File: src/rtl/aclint_nhart_pkg.sv
// eei: shared memory-map constants plus ACLINT decode helpers.
//   XLEN                  bus address width
//   MMAP_ACLINT_*         ACLINT base address and register-block offsets
//   ACLINT_MAX_HARTS      upper bound for NUM_HARTS
//   aclint_reg_e          register block hit by a bus offset
//   byte_mask()           expands 8 byte enables into a 64-bit bit mask
package eei;

    localparam int XLEN = 32;

    localparam logic [XLEN-1:0] MMAP_ACLINT_BEGIN    = 32'h0200_0000;
    localparam logic [XLEN-1:0] MMAP_ACLINT_MSIP     = 32'h0000_0000;
    localparam logic [XLEN-1:0] MMAP_ACLINT_MTIMECMP = 32'h0000_4000;
    localparam logic [XLEN-1:0] MMAP_ACLINT_MTIME    = 32'h0000_7ff8;
    localparam logic [XLEN-1:0] MMAP_ACLINT_SETSSIP  = 32'h0000_8000;

    localparam int ACLINT_MAX_HARTS = 32;

    typedef enum logic [2:0] {
        MSIP_R,
        MTIMECMP_R,
        MTIME_R,
        SETSSIP_R,
        NONE_R
    } aclint_reg_e;

    function automatic logic [63:0] byte_mask(input logic [7:0] en);
        logic [63:0] m;
        for (int i = 0; i < 8; i++) begin
            m[8*i +: 8] = {8{en[i]}};
        end
        return m;
    endfunction

endpackage

File: src/rtl/aclint_nhart_mtimer.sv
// aclint_mtimer: mtime prescaler, 64-bit mtime counter and per-hart timer
// compare.
//   clk, rst       clock, async active-low reset
//   mtime_we       bus write to mtime this cycle (wins over the tick)
//   mtime_wdata    already byte-merged value to load
//   mtimecmp       NUM_HARTS x 64-bit compare values, hart h at [64h +: 64]
//   mtime          current mtime
//   mtip           registered (mtime >= mtimecmp[h])
module aclint_mtimer #(
    parameter int NUM_HARTS = 1,
    parameter int TICK_DIV  = 1
) (
    input  logic                   clk,
    input  logic                   rst,
    input  logic                   mtime_we,
    input  logic [63:0]            mtime_wdata,
    input  logic [NUM_HARTS*64-1:0] mtimecmp,
    output logic [63:0]            mtime,
    output logic [NUM_HARTS-1:0]   mtip
);

    localparam int PW = (TICK_DIV > 1) ? $clog2(TICK_DIV) : 1;
    localparam logic [PW-1:0] PRE_LAST = PW'(TICK_DIV - 1);

    logic [PW-1:0] prescaler;
    logic          tick;

    // With TICK_DIV=1 the prescaler is pinned at 0 and every cycle ticks.
    assign tick = (prescaler == PRE_LAST);

    always_ff @(posedge clk or negedge rst) begin
        if (!rst) begin
            prescaler <= '0;
            mtime     <= '0;
        end else if (mtime_we) begin
            prescaler <= '0;
            mtime     <= mtime_wdata;
        end else if (tick) begin
            prescaler <= '0;
            mtime     <= mtime + 64'd1;
        end else begin
            prescaler <= prescaler + 1'b1;
        end
    end

    always_ff @(posedge clk or negedge rst) begin
        if (!rst) begin
            mtip <= '0;
        end else begin
            for (int h = 0; h < NUM_HARTS; h++) begin
                mtip[h] <= (mtime >= mtimecmp[64*h +: 64]);
            end
        end
    end

endmodule

File: src/rtl/aclint_nhart.sv
// aclint_nhart: multi-hart ACLINT (MSIP, MTIMECMP, MTIME, SETSSIP) on a
// valid/ready request bus with a single registered response slot.
//   clk, rst                      clock, async active-low reset
//   req_valid/req_ready           request handshake
//   req_addr/wen/wdata/wmask      byte address, write flag, data, byte enables
//   rsp_valid/rsp_ready/rsp_rdata response handshake and read data (0 on writes)
//   ssip_clr                      per-hart clear from the sip CSR
//   msip, mtip, ssip              per-hart interrupt pending outputs
//   mtime_o                       current mtime for the TIME CSR
module aclint_nhart
    import eei::*;
#(
    parameter int              NUM_HARTS = 1,
    parameter int              TICK_DIV  = 1,
    parameter logic [XLEN-1:0] BASE      = MMAP_ACLINT_BEGIN
) (
    input  logic                 clk,
    input  logic                 rst,
    input  logic                 req_valid,
    output logic                 req_ready,
    input  logic [XLEN-1:0]      req_addr,
    input  logic                 req_wen,
    input  logic [63:0]          req_wdata,
    input  logic [7:0]           req_wmask,
    output logic                 rsp_valid,
    input  logic                 rsp_ready,
    output logic [63:0]          rsp_rdata,
    input  logic [NUM_HARTS-1:0] ssip_clr,
    output logic [NUM_HARTS-1:0] msip,
    output logic [NUM_HARTS-1:0] mtip,
    output logic [NUM_HARTS-1:0] ssip,
    output logic [63:0]          mtime_o
);

    logic [XLEN-1:0]         off;
    logic                    accept;
    logic                    wr;
    logic [63:0]             wmask64;
    aclint_reg_e             reg_sel;
    logic [NUM_HARTS-1:0]    msip_hit;
    logic [NUM_HARTS-1:0]    ssip_hit;
    logic [NUM_HARTS-1:0]    cmp_hit;
    logic                    mtime_hit;
    logic [NUM_HARTS-1:0]    ssip_set;
    logic [63:0]             rd_data;
    logic [63:0]             mtimecmp [NUM_HARTS];
    logic [NUM_HARTS*64-1:0] mtimecmp_flat;
    logic                    mtime_we;
    logic [63:0]             mtime_wdata;

    assign off       = req_addr - BASE;
    assign req_ready = !rsp_valid || rsp_ready;
    assign accept    = req_valid && req_ready;
    assign wr        = accept && req_wen;
    assign wmask64   = byte_mask(req_wmask);

    // 32-bit per-hart registers are packed two per 64-bit beat: hart h lives
    // in the beat at 8*(h/2), lower lane for even h, upper lane for odd h.
    always_comb begin
        msip_hit = '0;
        ssip_hit = '0;
        cmp_hit  = '0;
        for (int h = 0; h < NUM_HARTS; h++) begin
            msip_hit[h] = (off == MMAP_ACLINT_MSIP + XLEN'(8 * (h / 2)));
            ssip_hit[h] = (off == MMAP_ACLINT_SETSSIP + XLEN'(8 * (h / 2)));
            cmp_hit[h]  = (off == MMAP_ACLINT_MTIMECMP + XLEN'(8 * h));
        end
        mtime_hit = (off == MMAP_ACLINT_MTIME);
    end

    always_comb begin
        reg_sel = NONE_R;
        if (|msip_hit)      reg_sel = MSIP_R;
        else if (|cmp_hit)  reg_sel = MTIMECMP_R;
        else if (mtime_hit) reg_sel = MTIME_R;
        else if (|ssip_hit) reg_sel = SETSSIP_R;
    end

    always_comb begin
        rd_data = '0;
        case (reg_sel)
            MSIP_R: begin
                for (int h = 0; h < NUM_HARTS; h++) begin
                    if (msip_hit[h]) rd_data[32 * (h % 2)] = msip[h];
                end
            end
            MTIMECMP_R: begin
                for (int h = 0; h < NUM_HARTS; h++) begin
                    if (cmp_hit[h]) rd_data = mtimecmp[h];
                end
            end
            MTIME_R: rd_data = mtime_o;
            default: rd_data = '0;
        endcase
    end

    always_comb begin
        ssip_set = '0;
        for (int h = 0; h < NUM_HARTS; h++) begin
            ssip_set[h] = wr && (reg_sel == SETSSIP_R) && ssip_hit[h]
                          && req_wmask[4 * (h % 2)] && req_wdata[32 * (h % 2)];
        end
    end

    always_ff @(posedge clk or negedge rst) begin
        if (!rst) begin
            msip <= '0;
            ssip <= '0;
            for (int h = 0; h < NUM_HARTS; h++) begin
                mtimecmp[h] <= '1;
            end
        end else begin
            for (int h = 0; h < NUM_HARTS; h++) begin
                if (wr && (reg_sel == MSIP_R) && msip_hit[h] && req_wmask[4 * (h % 2)]) begin
                    msip[h] <= req_wdata[32 * (h % 2)];
                end
                // A same-cycle set beats the CSR-side clear so no request is lost.
                if (ssip_set[h]) begin
                    ssip[h] <= 1'b1;
                end else if (ssip_clr[h]) begin
                    ssip[h] <= 1'b0;
                end
                if (wr && (reg_sel == MTIMECMP_R) && cmp_hit[h]) begin
                    mtimecmp[h] <= (mtimecmp[h] & ~wmask64) | (req_wdata & wmask64);
                end
            end
        end
    end

    always_ff @(posedge clk or negedge rst) begin
        if (!rst) begin
            rsp_valid <= 1'b0;
            rsp_rdata <= '0;
        end else if (accept) begin
            rsp_valid <= 1'b1;
            rsp_rdata <= req_wen ? 64'd0 : rd_data;
        end else if (rsp_ready) begin
            rsp_valid <= 1'b0;
            rsp_rdata <= '0;
        end
    end

    always_comb begin
        for (int h = 0; h < NUM_HARTS; h++) begin
            mtimecmp_flat[64*h +: 64] = mtimecmp[h];
        end
    end

    assign mtime_we    = wr && (reg_sel == MTIME_R);
    assign mtime_wdata = (mtime_o & ~wmask64) | (req_wdata & wmask64);

    aclint_mtimer #(
        .NUM_HARTS (NUM_HARTS),
        .TICK_DIV  (TICK_DIV)
    ) u_mtimer (
        .clk         (clk),
        .rst         (rst),
        .mtime_we    (mtime_we),
        .mtime_wdata (mtime_wdata),
        .mtimecmp    (mtimecmp_flat),
        .mtime       (mtime_o),
        .mtip        (mtip)
    );

endmodule

File: config.mk
export PLATFORM = sky130hd
export DESIGN_NAME = aclint_nhart
export DESIGN_NICKNAME = d
export VERILOG_FILES = /design/src/rtl/aclint_nhart_pkg.sv /design/src/rtl/aclint_nhart_mtimer.sv /design/src/rtl/aclint_nhart.sv
export SDC_FILE = /design/constraint.sdc
export NUM_CORES = 1
export LEC_CHECK = 0
export CORE_UTILIZATION = 37
export CTS_CLUSTER_DIAMETER = 40
export DETAILED_ROUTE_END_ITERATION = 16
export MAX_ROUTING_LAYER = met4
export PLACE_DENSITY = 0.67
export SLEW_MARGIN = 20
export SYNTH_ARGS = -nofsm -noshare
export SYNTH_HDL_FRONTEND = slang
export SYNTH_SLANG_ARGS = --single-unit
File: constraint.sdc
create_clock -name clk -period 4.1 [get_ports clk]
set_input_delay 0.82 -clock clk [delete_from_list [all_inputs] [get_ports clk]]
set_output_delay 0.82 -clock clk [all_outputs]
set_load 0.02 [all_outputs]
======== Word level (Yosys, flattened, before mapping) ========
Index checks and enable logic that the tools add are counted.
storage, ports and cells
  flip-flop bits (word level) ............. 197
  input port bits ......................... 110
operators by class
  $add $sub $neg .......................... 3
  order comparisons ....................... 1
  eq/ne operators ......................... 7
  muxes and demuxes ....................... 19
  bitwise gates (word level) .............. 6
  reduce and logical (&&, ||, !) cells .... 18
operators with widths
  cell                                                 count
  two-way mux 64 bit                                   6
  bitwise AND 64 bit                                   3
  bitwise OR 64 bit                                    2
  one-hot mux 63 bit (2 select lines)                  1
  adder 64 x 1 -> 64 bit, second input constant        1
  == test 32 x 15 -> 1 bit, second input constant      2
  >= comparator 64 bit                                 1
  inverter 64 bit                                      1
  == test 32 x 16 -> 1 bit, second input constant      1
  zero test 32 bit                                     1
  subtractor 32 x 26 -> 32 bit, second input constant  1
  logical AND 1 bit                                    12
  two-way mux 3 bit                                    4
  two-way mux 1 bit                                    7
  == test 3 x 2 -> 1 bit, second input constant        2
  nonzero test 2 bit                                   2
  == test 3 x 1 -> 1 bit, second input constant        1
  zero test 3 bit                                      1
  one-hot mux 1 bit (3 select lines)                   1
  != test 2 bit, second input constant                 1
  adder 1 bit, second input constant                   1
  zero test 1 bit                                      1
  logical OR 1 bit                                     1

======== Longest topological paths before layout ========
Gate-level depths: netlist of the first run.
  word-level depth ........................ 12
  depth in mapped cells ................... 12
  depth with buffers taken out ............ 8

======== By module ========
From an unflattened synthesis of the first run, not the netlist that was laid out.
unflattened totals
  cell total of the unflattened synthesis .. 1152
  area total of the unflattened synthesis .. 11483.5 µm²
modules (own cells, without submodules)
  module         instances  cells an instance  area each (µm²)  seq. area each (µm²)
  aclint_nhart   1          533                6376.1           3358.2
  aclint_mtimer  1          619                5107.4           1626.6

======== Worst setup path after synthesis of the first run ========
Ideal clock, no wire load.
  path kind ............................... in2reg
  from .................................... in req_addr[25]
  to ...................................... reg (tool-made name)
  data arrival time ....................... 2.674 ns
  required time ........................... 4.014 ns
  setup slack ............................. 1.340 ns
  cell stages on the path ................. 10
  path buffers ............................ 2
  cell sequence ........................... inv_1 > ha_1 > nor4b_1 > and4_1 > clkbuf_1 > and4_1 > buf_4 > nor4_1 > a211oi_1 > nor3_1
RTL lines
  item             RTL line            source
  start, declared  aclint_nhart.sv:21  input logic [XLEN-1:0] req_addr,

==> results.toml, run 1 <==
[cts]
path_clk_slew_ns = 0.07
cts-root-buf = "clkbuf_16"
clock-sinks = 196
htree_num_levels = 4
ctsResizeCount = 0
post_cts_buffers = 0
cts.hold.buffers_added = 0
cts_tree = "built"
clk_latency_ns = 0.44
cts_made_buffers = 17
clockBufferDepth = 2

[sta]
setup_tns_ns = 0
fin_hold_ws_ns = 0.432
rsz0062_at_grt = "no"
maxSlewHeadroom = 0.500
finClkSkew_ns = 0.0143
setup_ws_ns = 0.855
finalHoldViolations = 0
period_share = 0.792
setup_viol = 0
min_period_ns = 3.25
fmax_mhz = 308
drv_slew = 0
worstMarginPinSlew_ns = 0.750

[yosys]
yosys.cell_types.count = 71
ys.flop_type = "dfrtp_1"
netlist_area_sq_um = 11300
avgSynthCellArea_sq_um = 9.49
ys_seq_area_frac = 0.439
ys_top_cells_by_area = "dfrtp_1 29%, dfstp_2 15%, ha_1 7.3%"
synthTopCellsByCount = "132 x dfrtp_1, 131 x nand2_1, 100 x o21ai_0"
syn_nets = 1371
yosysWarnings = 0
yosys.area.top_type = "dfrtp_1"
async_flop_share = 1.00
synth_edf_count = 0
syn_inst = 1195
synth.most_common_cell = "dfrtp_1"
synth_top_area_frac = 0.291
synth-seq-cells = 196

[final_layout]
area_growth_pct = 30.6
nFillCells = 2744
multiInputGateArea_sq_um = 5790
final_area_sq_um = 14800
final_util = 0.496
fin_nets = 1597
ff_latch_area_sq_um = 4980
drive_gt1_frac = 0.103

[global_routing]
overflow = 0
antenna_found_initial = 2
grt_max_degree = 83
grt_pass1_vias = 10300
grt_pass1_wl_microns = 56800
grt_usage = 0.239

[drt]
drc_errors = 0
wl_per_cell_microns = 19.3
highest_layer = "met4"
vias_per_cell = 5.67
drtIter0Drc = 731
firstDrtPassIters = 5
antenna_left = 0
wl_met2_microns = 16900
drt-met1-wl_microns = 15400
wl_met3_microns = 2150
via_count = 10300
drt-total-wl_microns = 35200

[die]
core_sq_um = 29900
num_rows = 63
pin_count = 243
start_util = 0.380
die_h_microns = 177
dieArea_sq_um = 31400
dieWidth_microns = 177

[place]
hpwl_microns = 26300
gp_congestion = 0.877
port_buffers = 242
pre_cts_ws_ns = 0.414
placed_cell_area_sq_um = 14200

[run]
maxCapViolations = 0

[worst_hold_path]
hp-class = "input pin to asynchronous set/reset pin"

[critical_path]
arrival_ns = 3.60
path_class = "input pin to flop"
r2r_cells = 9
cp-startpoint = "req_addr[25]"
reg2reg_slack_ns = 1.18
startpoint_type = "input pin"
endpoint_kind = "flop"
critPathRequiredTime_ns = 4.46
cp_max_fo = 8

[pwr]
power_density_nw_per_um2 = 267
vdd_drop_max_uv = 225
p_leak_nw = 5.92

[status]
outcome = "finished clean"
==> layout by cell type (no fill, tap or decap), types with 6 or more instances in the layout <==
cell type	Yosys	layout
a211oi_1	16	16
a21o_1	8	8
a21oi_1	57	56
a22oi_1	64	64
a311oi_1	14	14
and2_1	13	13
and3_1	13	12
and4_1	7	6
buf_4	5	19
clkbuf_16	0	17
clkdlybuf4s50_1	0	241
dfrtp_1	132	132
dfstp_2	64	64
ha_1	66	66
inv_1	82	82
mux2_1	56	56
mux2_4	6	6
nand2_1	131	131
nand2_4	8	8
nand2b_1	10	10
nand3_1	35	35
nand4_1	26	26
nor2_1	82	82
nor3_1	26	26
nor4_1	11	11
o211ai_1	8	8
o21ai_0	100	100
o31ai_1	7	7
o32ai_1	13	13
o41ai_1	9	9
or3_1	7	7
==> critical path: stages <==
cell and delay, ns:
clkdlybuf4s50_1 0.45, inv_1 0.08, ha_1 0.28, nor4b_1 0.23, and4_1 0.37, and4b_2 0.38, and2_1 0.19, buf_4 0.29
nand2_4 0.15, mux2_1 0.35
==> report_power, final <==
group          internal (W)  switching (W)  total (W)  leakage [nW]
Sequential          0.00194    0.000000568    0.00194          2.31
Clock               0.00102       0.000774    0.00180         0.286
Combinational      0.000108       0.000116   0.000224          3.31
==> metal layers <==
| metal | vias up | GRT usage |
|---|---|---|
| met5 | - | - |
| li1 | 4860 | - |
| met4 | 0 | 0.0715 |
| met1 | 5092 | 0.302 |
| met3 | 53 | 0.0483 |
| met2 | 337 | 0.383 |
==> area by class of cell <==
cell class | instances | area share
Tap cell | 390 | 0.0329
Antenna cell | 2 | 0.000338
Clock buffer | 19 | 0.0292
Multi-Input combinational cell | 860 | 0.391
Inverter | 82 | 0.0208
Timing Repair Buffer | 264 | 0.177
Clock inverter | 12 | 0.0122
Sequential cell | 196 | 0.336
==> logic make-up (layout without fill, tap and decap cells) <==
kind of cell | count (synthesis) | after routing | synth area share
AOI/OAI and AO/OA | 335 | 335 | 0.195
xor gates and xnor gates | 1 | 1 | 0.000772
adders and majority gates | 66 | 66 | 0.0728
buffers and inverters | 139 | 377 | 0.0514
DFF | 196 | 196 | 0.439
muxes | 67 | 67 | 0.0680
other | 0 | 2 | 0
and+or+nand+nor | 391 | 391 | 0.172
==> per-stage QoR <==
step	power, W	std cells
2_1_floorplan	0.00200	1195
3_3_place_gp	0.00220	1792
3_5_place_dp	0.00220	1792
4_1_cts	0.00400	1823
5_1_grt	0.00410	1825
6_report	0.00396	1825
==> worst min-delay path by stage <==
stage | from | endpoint | slack [ns] | depth (start not counted)
detailed placement | rsp_rdata[56]$_DFFE_PN0P_ | rsp_rdata[56]$_DFFE_PN0P_ | 0.47 | 2
finish | rst | rsp_rdata[51]$_DFFE_PN0P_ | 0.43 | 1
global route | rst | asynchronous set/reset pin | 0.47 | 1
global placement | rsp_rdata[49]$_DFFE_PN0P_ | rsp_rdata[49]$_DFFE_PN0P_ | 0.46 | 2
CTS | rst | rsp_rdata[57]$_DFFE_PN0P_ | 0.46 | 1
floorplan | flop | flop | 0.47 | 2
No activity file was read; power rests on OpenSTA's default activity.
==> run 2: changes to the inputs <==
clock period = 3.4 ns   (was 4.1 ns; I/O delays follow)
==> run 2 against run 1 <==
Flip-flop and latch count did not move. First-iteration DRC count fell by 12%. Critical path depth did not move. Wire length rose by 0.26%. Register-to-register slack got worse by 0.53 ns. Setup slack got worse by 0.51 ns. Critical path type unchanged. Largest cell class unchanged. Highest routed layer unchanged.
==> results.toml, run 2 (synthesis results as in run 1) <==
[critical_path]
endpoint_kind = "flop"
slowest_stage = "and4_2"
arrival_ns = 3.35
path_cells = "clkdlybuf4s50_1, inv_1, ha_1, nor4b_1, and4_1, and4_2, buf_4, nand2b_1, a21oi_1, a211oi_1"
path_class = "input pin to flop"
startpoint_type = "input pin"
cp_max_fo = 19
max_stage_delay_ns = 0.47
critPathRequiredTime_ns = 3.70
r2r_cells = 8

[final_layout]
multiInputGateArea_sq_um = 5790
drive_gt1_frac = 0.108
fin_cells = 1833
mostFrequentLayoutCells = "241 x clkdlybuf4s50_1, 132 x dfrtp_1, 131 x nand2_1"
fin_nets = 1603
final_common_cell = "clkdlybuf4s50_1"
final_area_sq_um = 14900
nFillCells = 2797
area_growth_pct = 31.0
ff_latch_area_sq_um = 4980

[cts]
cts_tree = "built"
post_cts_buffers = 0
ctsResizeCount = 0
clk_latency_ns = 0.44
htree_num_levels = 4
clockBufferDepth = 2
path_clk_slew_ns = 0.08
cts_made_buffers = 17
cts.hold.buffers_added = 0
cts-root-buf = "clkbuf_16"
clock-sinks = 196

[sta]
finalHoldViolations = 0
setup_tns_ns = 0
fmax_mhz = 327
maxSlewHeadroom = 0.483
drv_slew = 0
worstMarginPinSlew_ns = 0.775
finClkSkew_ns = 0.0147
min_period_ns = 3.06
rsz0062_at_grt = "no"
period_share = 0.899
setup_viol = 0

[place]
placed_cell_area_sq_um = 14300
dpl.cell_count = 1798
hpwl_microns = 26100
port_buffers = 242
gp_congestion = 0.907

[global_routing]
grt_pass1_wl_microns = 56300
grt_max_degree = 87
overflow = 0
grt_pass1_vias = 10200
grt_usage = 0.237
antenna_found_initial = 3

[pwr]
finalPower_w = 0.00464
p_leak_nw = 5.95
power_density_nw_per_um2 = 312
vdd_drop_max_uv = 314

[die]
dieArea_sq_um = 31400
die_h_microns = 177
pin_count = 243
start_util = 0.380
core_sq_um = 29900
dieWidth_microns = 177
num_rows = 63

[drt]
via_count = 10300
drt-total-wl_microns = 35300
firstDrtPassIters = 5
drc_errors = 0
drtIter0Drc = 644
antenna_left = 0
vias_per_cell = 5.62
wl_per_cell_microns = 19.3

[worst_hold_path]
hp-class = "input pin to asynchronous set/reset pin"

[status]
outcome = "finished clean"

[run]
maxCapViolations = 0
run 2: per-layer routing:
| metal | part of all wire | global-route usage | wire, microns | up-vias |
|---|---|---|---|---|
| met5 | 0 | - | 0 | - |
| met1 | 0.44 | 0.299 | 15500 | 5043 |
| li1 | - | - | - | 4867 |
| met3 | 0.061 | 0.0421 | 2170 | 45 |
| met2 | 0.48 | 0.384 | 16900 | 344 |
| met4 | 0.021 | 0.0718 | 737 | 0 |
run 2: through the flow:
| step | hold WS, ns | setup WS [ns] | util |
|---|---|---|---|
| after floorplan | 0.384 | 0.780 | - |
| after global placement | 0.460 | 0.0143 | 0.478 |
| after detailed placement | 0.470 | -0.104 | 0.478 |
| after CTS | 0.194 | 0.362 | 0.497 |
| after global routing | 0.208 | 0.174 | 0.498 |
| final | 0.189 | 0.343 | 0.498 |
run 2: cell type report:
cell class | count | area share
antenna | 3 | 0.000505
clock buffer | 18 | 0.0295
clock inverter | 14 | 0.00901
inverter | 82 | 0.0207
multi-input combinational | 860 | 0.390
sequential | 196 | 0.335
tap | 390 | 0.0328
timing repair buffer | 270 | 0.182
run 2: power breakdown:
group / internal (W) / switching, W / leakage [nW] / total (W)
Combinational: 0.000130 / 0.000139 / 3.35 / 0.000269
Clock: 0.000999 / 0.00104 / 0.284 / 0.00204
Sequential: 0.00233 / 0.000000672 / 2.31 / 0.00233
Total: 0.00346 / 0.00118 / 5.95 / 0.00464
run 2: critical path, delay by kind of cell:
family                   cells  cell delay [ns]
AO/OA/AOI/OAI                2             0.27
AND/OR/NAND/NOR              4             1.29
buffers and inverters        3             0.83
adder cells (fa/ha/maj)      1             0.27
run 2: path summary, 6_finish.rpt:
kind                                           start                   endpoint  slack (ns)
min in group clk           rsp_rdata[57]$_DFFE_PN0P_  rsp_rdata[57]$_DFFE_PN0P_        0.48
setup reg to reg                                flop    u_mtimer.mtip$_DFF_PN0_        0.65
setup / recovery                        req_addr[25]                       flop        0.34
max in group asynchronous                        rst  rsp_rdata[26]$_DFFE_PN0P_        2.23
hold reg to reg            rsp_rdata[57]$_DFFE_PN0P_  rsp_rdata[57]$_DFFE_PN0P_        0.48
hold / removal                                   rst  rsp_rdata[53]$_DFFE_PN0P_        0.19
==> edit: new RTL, config.mk and constraints of run 2 <==
`NUM_HARTS` is set to 1 in 2 places; all go to 2.
--- a/src/rtl/aclint_nhart_mtimer.sv
+++ b/src/rtl/aclint_nhart_mtimer.sv
@@ -7,7 +7,7 @@
 //   mtime          current mtime
 //   mtip           registered (mtime >= mtimecmp[h])
 module aclint_mtimer #(
-    parameter int NUM_HARTS = 1,
+    parameter int NUM_HARTS = 2,
     parameter int TICK_DIV  = 1
 ) (
     input  logic                   clk,
--- a/src/rtl/aclint_nhart.sv
+++ b/src/rtl/aclint_nhart.sv
@@ -10,7 +10,7 @@
 module aclint_nhart
     import eei::*;
 #(
-    parameter int              NUM_HARTS = 1,
+    parameter int              NUM_HARTS = 2,
     parameter int              TICK_DIV  = 1,
     parameter logic [XLEN-1:0] BASE      = MMAP_ACLINT_BEGIN
 ) (
Interface: changed (resized msip, mtip, ssip and ssip_clr); port bits go from 243 to 247. No check against the original RTL was run, so the function may have changed too.
==> edit against run 2 <==
Area after synthesis is 45% higher. Routed wire length is 62% higher. Worst setup slack worse by 0.019 ns. Sequential cell count is 67 higher. Via count is 50% higher. Total power is 87% higher. Cell area is 49% higher. Combinational power is 51% higher. Clock power grew to 2.5 times the old value. Clock skew is 0.0062 ns higher.
==> edit: results (changes against run 2) <==
CTS
  – CTS Buf Count: 51 (+34)
  – Clock Tree Buf Depth: 3 (+1)
  – Htree depth: 2 (-2)
  – Clock Latency Late Sink: 0.58 ns (+0.14 ns)
  – Clock-pin slew on the worst setup and hold paths: 0.05 ns (-0.03 ns)

Layout
  – Clock buffers: 64 (+46)
  – Final Non-Filler Cells: 2753 (+50%)
  – Final clock-cell share: 7.85% (+4.0 points)
  – Seq area share: 30.4% (-3.2 points)
  – Non-clock inverter count: 152 (+85%)
  – Number of fill cells: 4041 (+44%)
  – Area Overhead vs Synth: 34.7%
  – Layout cells sized above 1: 19.9% (+9.1 points)
  – Antenna cells: 0 (-3)
  – Data buffer area share: 16.3% (-2.0 points)
  – Comb_multi_in: 1285 (+49%)
  – Number of sequential cells: 263 (+34%)
  – # nets final: 2368 (+48%)
  – Non-clk bufs: 374 (+39%)

Global route
  – GR Util All Layers: 26.2% (+2.5 points)
  – Initial antenna violation count: 1 (-2)
  – Pin count of the biggest net entering global routing: 131 (+51%)
  – First-pass GRT wire length: 88600 µm (+58%)
  – Vias in the first global route: 15600 (+52%)

Drt
  – Final wirelength: 57200 µm (+62%)
  – Drt first-iter violations: 1153 (+79%)
  – Vias after detailed routing: 15500 (+50%)

Die
  – Tap cells: 585 (+50%)

Timing
  – Worst-Margin Slew: 0.744 ns (-0.0317 ns)
  – WHS: 0.0602 ns (-0.129 ns)
  – Final period util: 90.5% (+0.56 points)

Yosys
  – Synth area leaders: dfrtp_1, dfstp_2, ha_1
  – Post-synthesis cell count: 1793 (+50%)
  – Sequential share of the synthesized area: 40.9% (-3.1 points)
  – Top post-synthesis cells by count: nand2_1, inv_1, dfrtp_1
  – Post-Syn Nets: 2034 (+48%)

Placement
  – DP Worst Slack: -0.189 ns (-0.0850 ns)
  – Inst Count DP: 2659 (+48%)
  – GP Congestion: 0.927 (+2.2%)
  – Cell Area, Placed: 20500 µm² (+43%)

Setup path
  – Crit Path Category: register to register
  – CP arrival: 3.49 ns (+0.14 ns)
  – Crit path to: u_mtimer.mtip[0]$_DFF_PN0_
  – Reg2reg setup slack: 0.32 ns (-0.33 ns)
  – Crit Path Max Fanout: 5 (-14)

Outcome
  – Status: complete, no violations

Pwr
  – Pleak: 9.33 nW (+57%)
  – Max VDD drop: 341 µV (+8.6%)
edit: critical path, cell delays in order (launching register included):
cell and delay [ns]:
dfrtp_1 0.50, inv_1 0.16, ha_1 0.31, nand2b_1 0.17, a2111o_1 0.43, a221o_1 0.36, a31oi_1 0.36, o211a_1 0.39
o21ai_0 0.22
edit: power breakdown:
part	leakage, nW	internal, mW	total [mW]	switching (mW)
Sequential	3.08	3.14	3.14	0.000520
Combinational	5.42	0.157	0.407	0.250
Clock	0.837	3.35	5.15	1.80
Total	9.33	6.65	8.70	2.05
edit: cell families (layout without fill, tap and decap cells):
group           after synthesis  after routing  synth area share [%]
mux                          73             73                  6.43
simple gates                553            553                  16.8
xor+xnor                      1              1                0.0531
compound gates              528            528                  20.1
buf+inv                     245            620                  5.89
flops                       263            263                  40.9
fa+ha+maj                   130            130                  9.86
edit: routing by layer:
metal  global-route usage (%)  wire (µm)
met1                     34.0      25100
met2                     41.9      26600
met3                     3.82       3930
met4                     8.37       1610
met5                        -          0
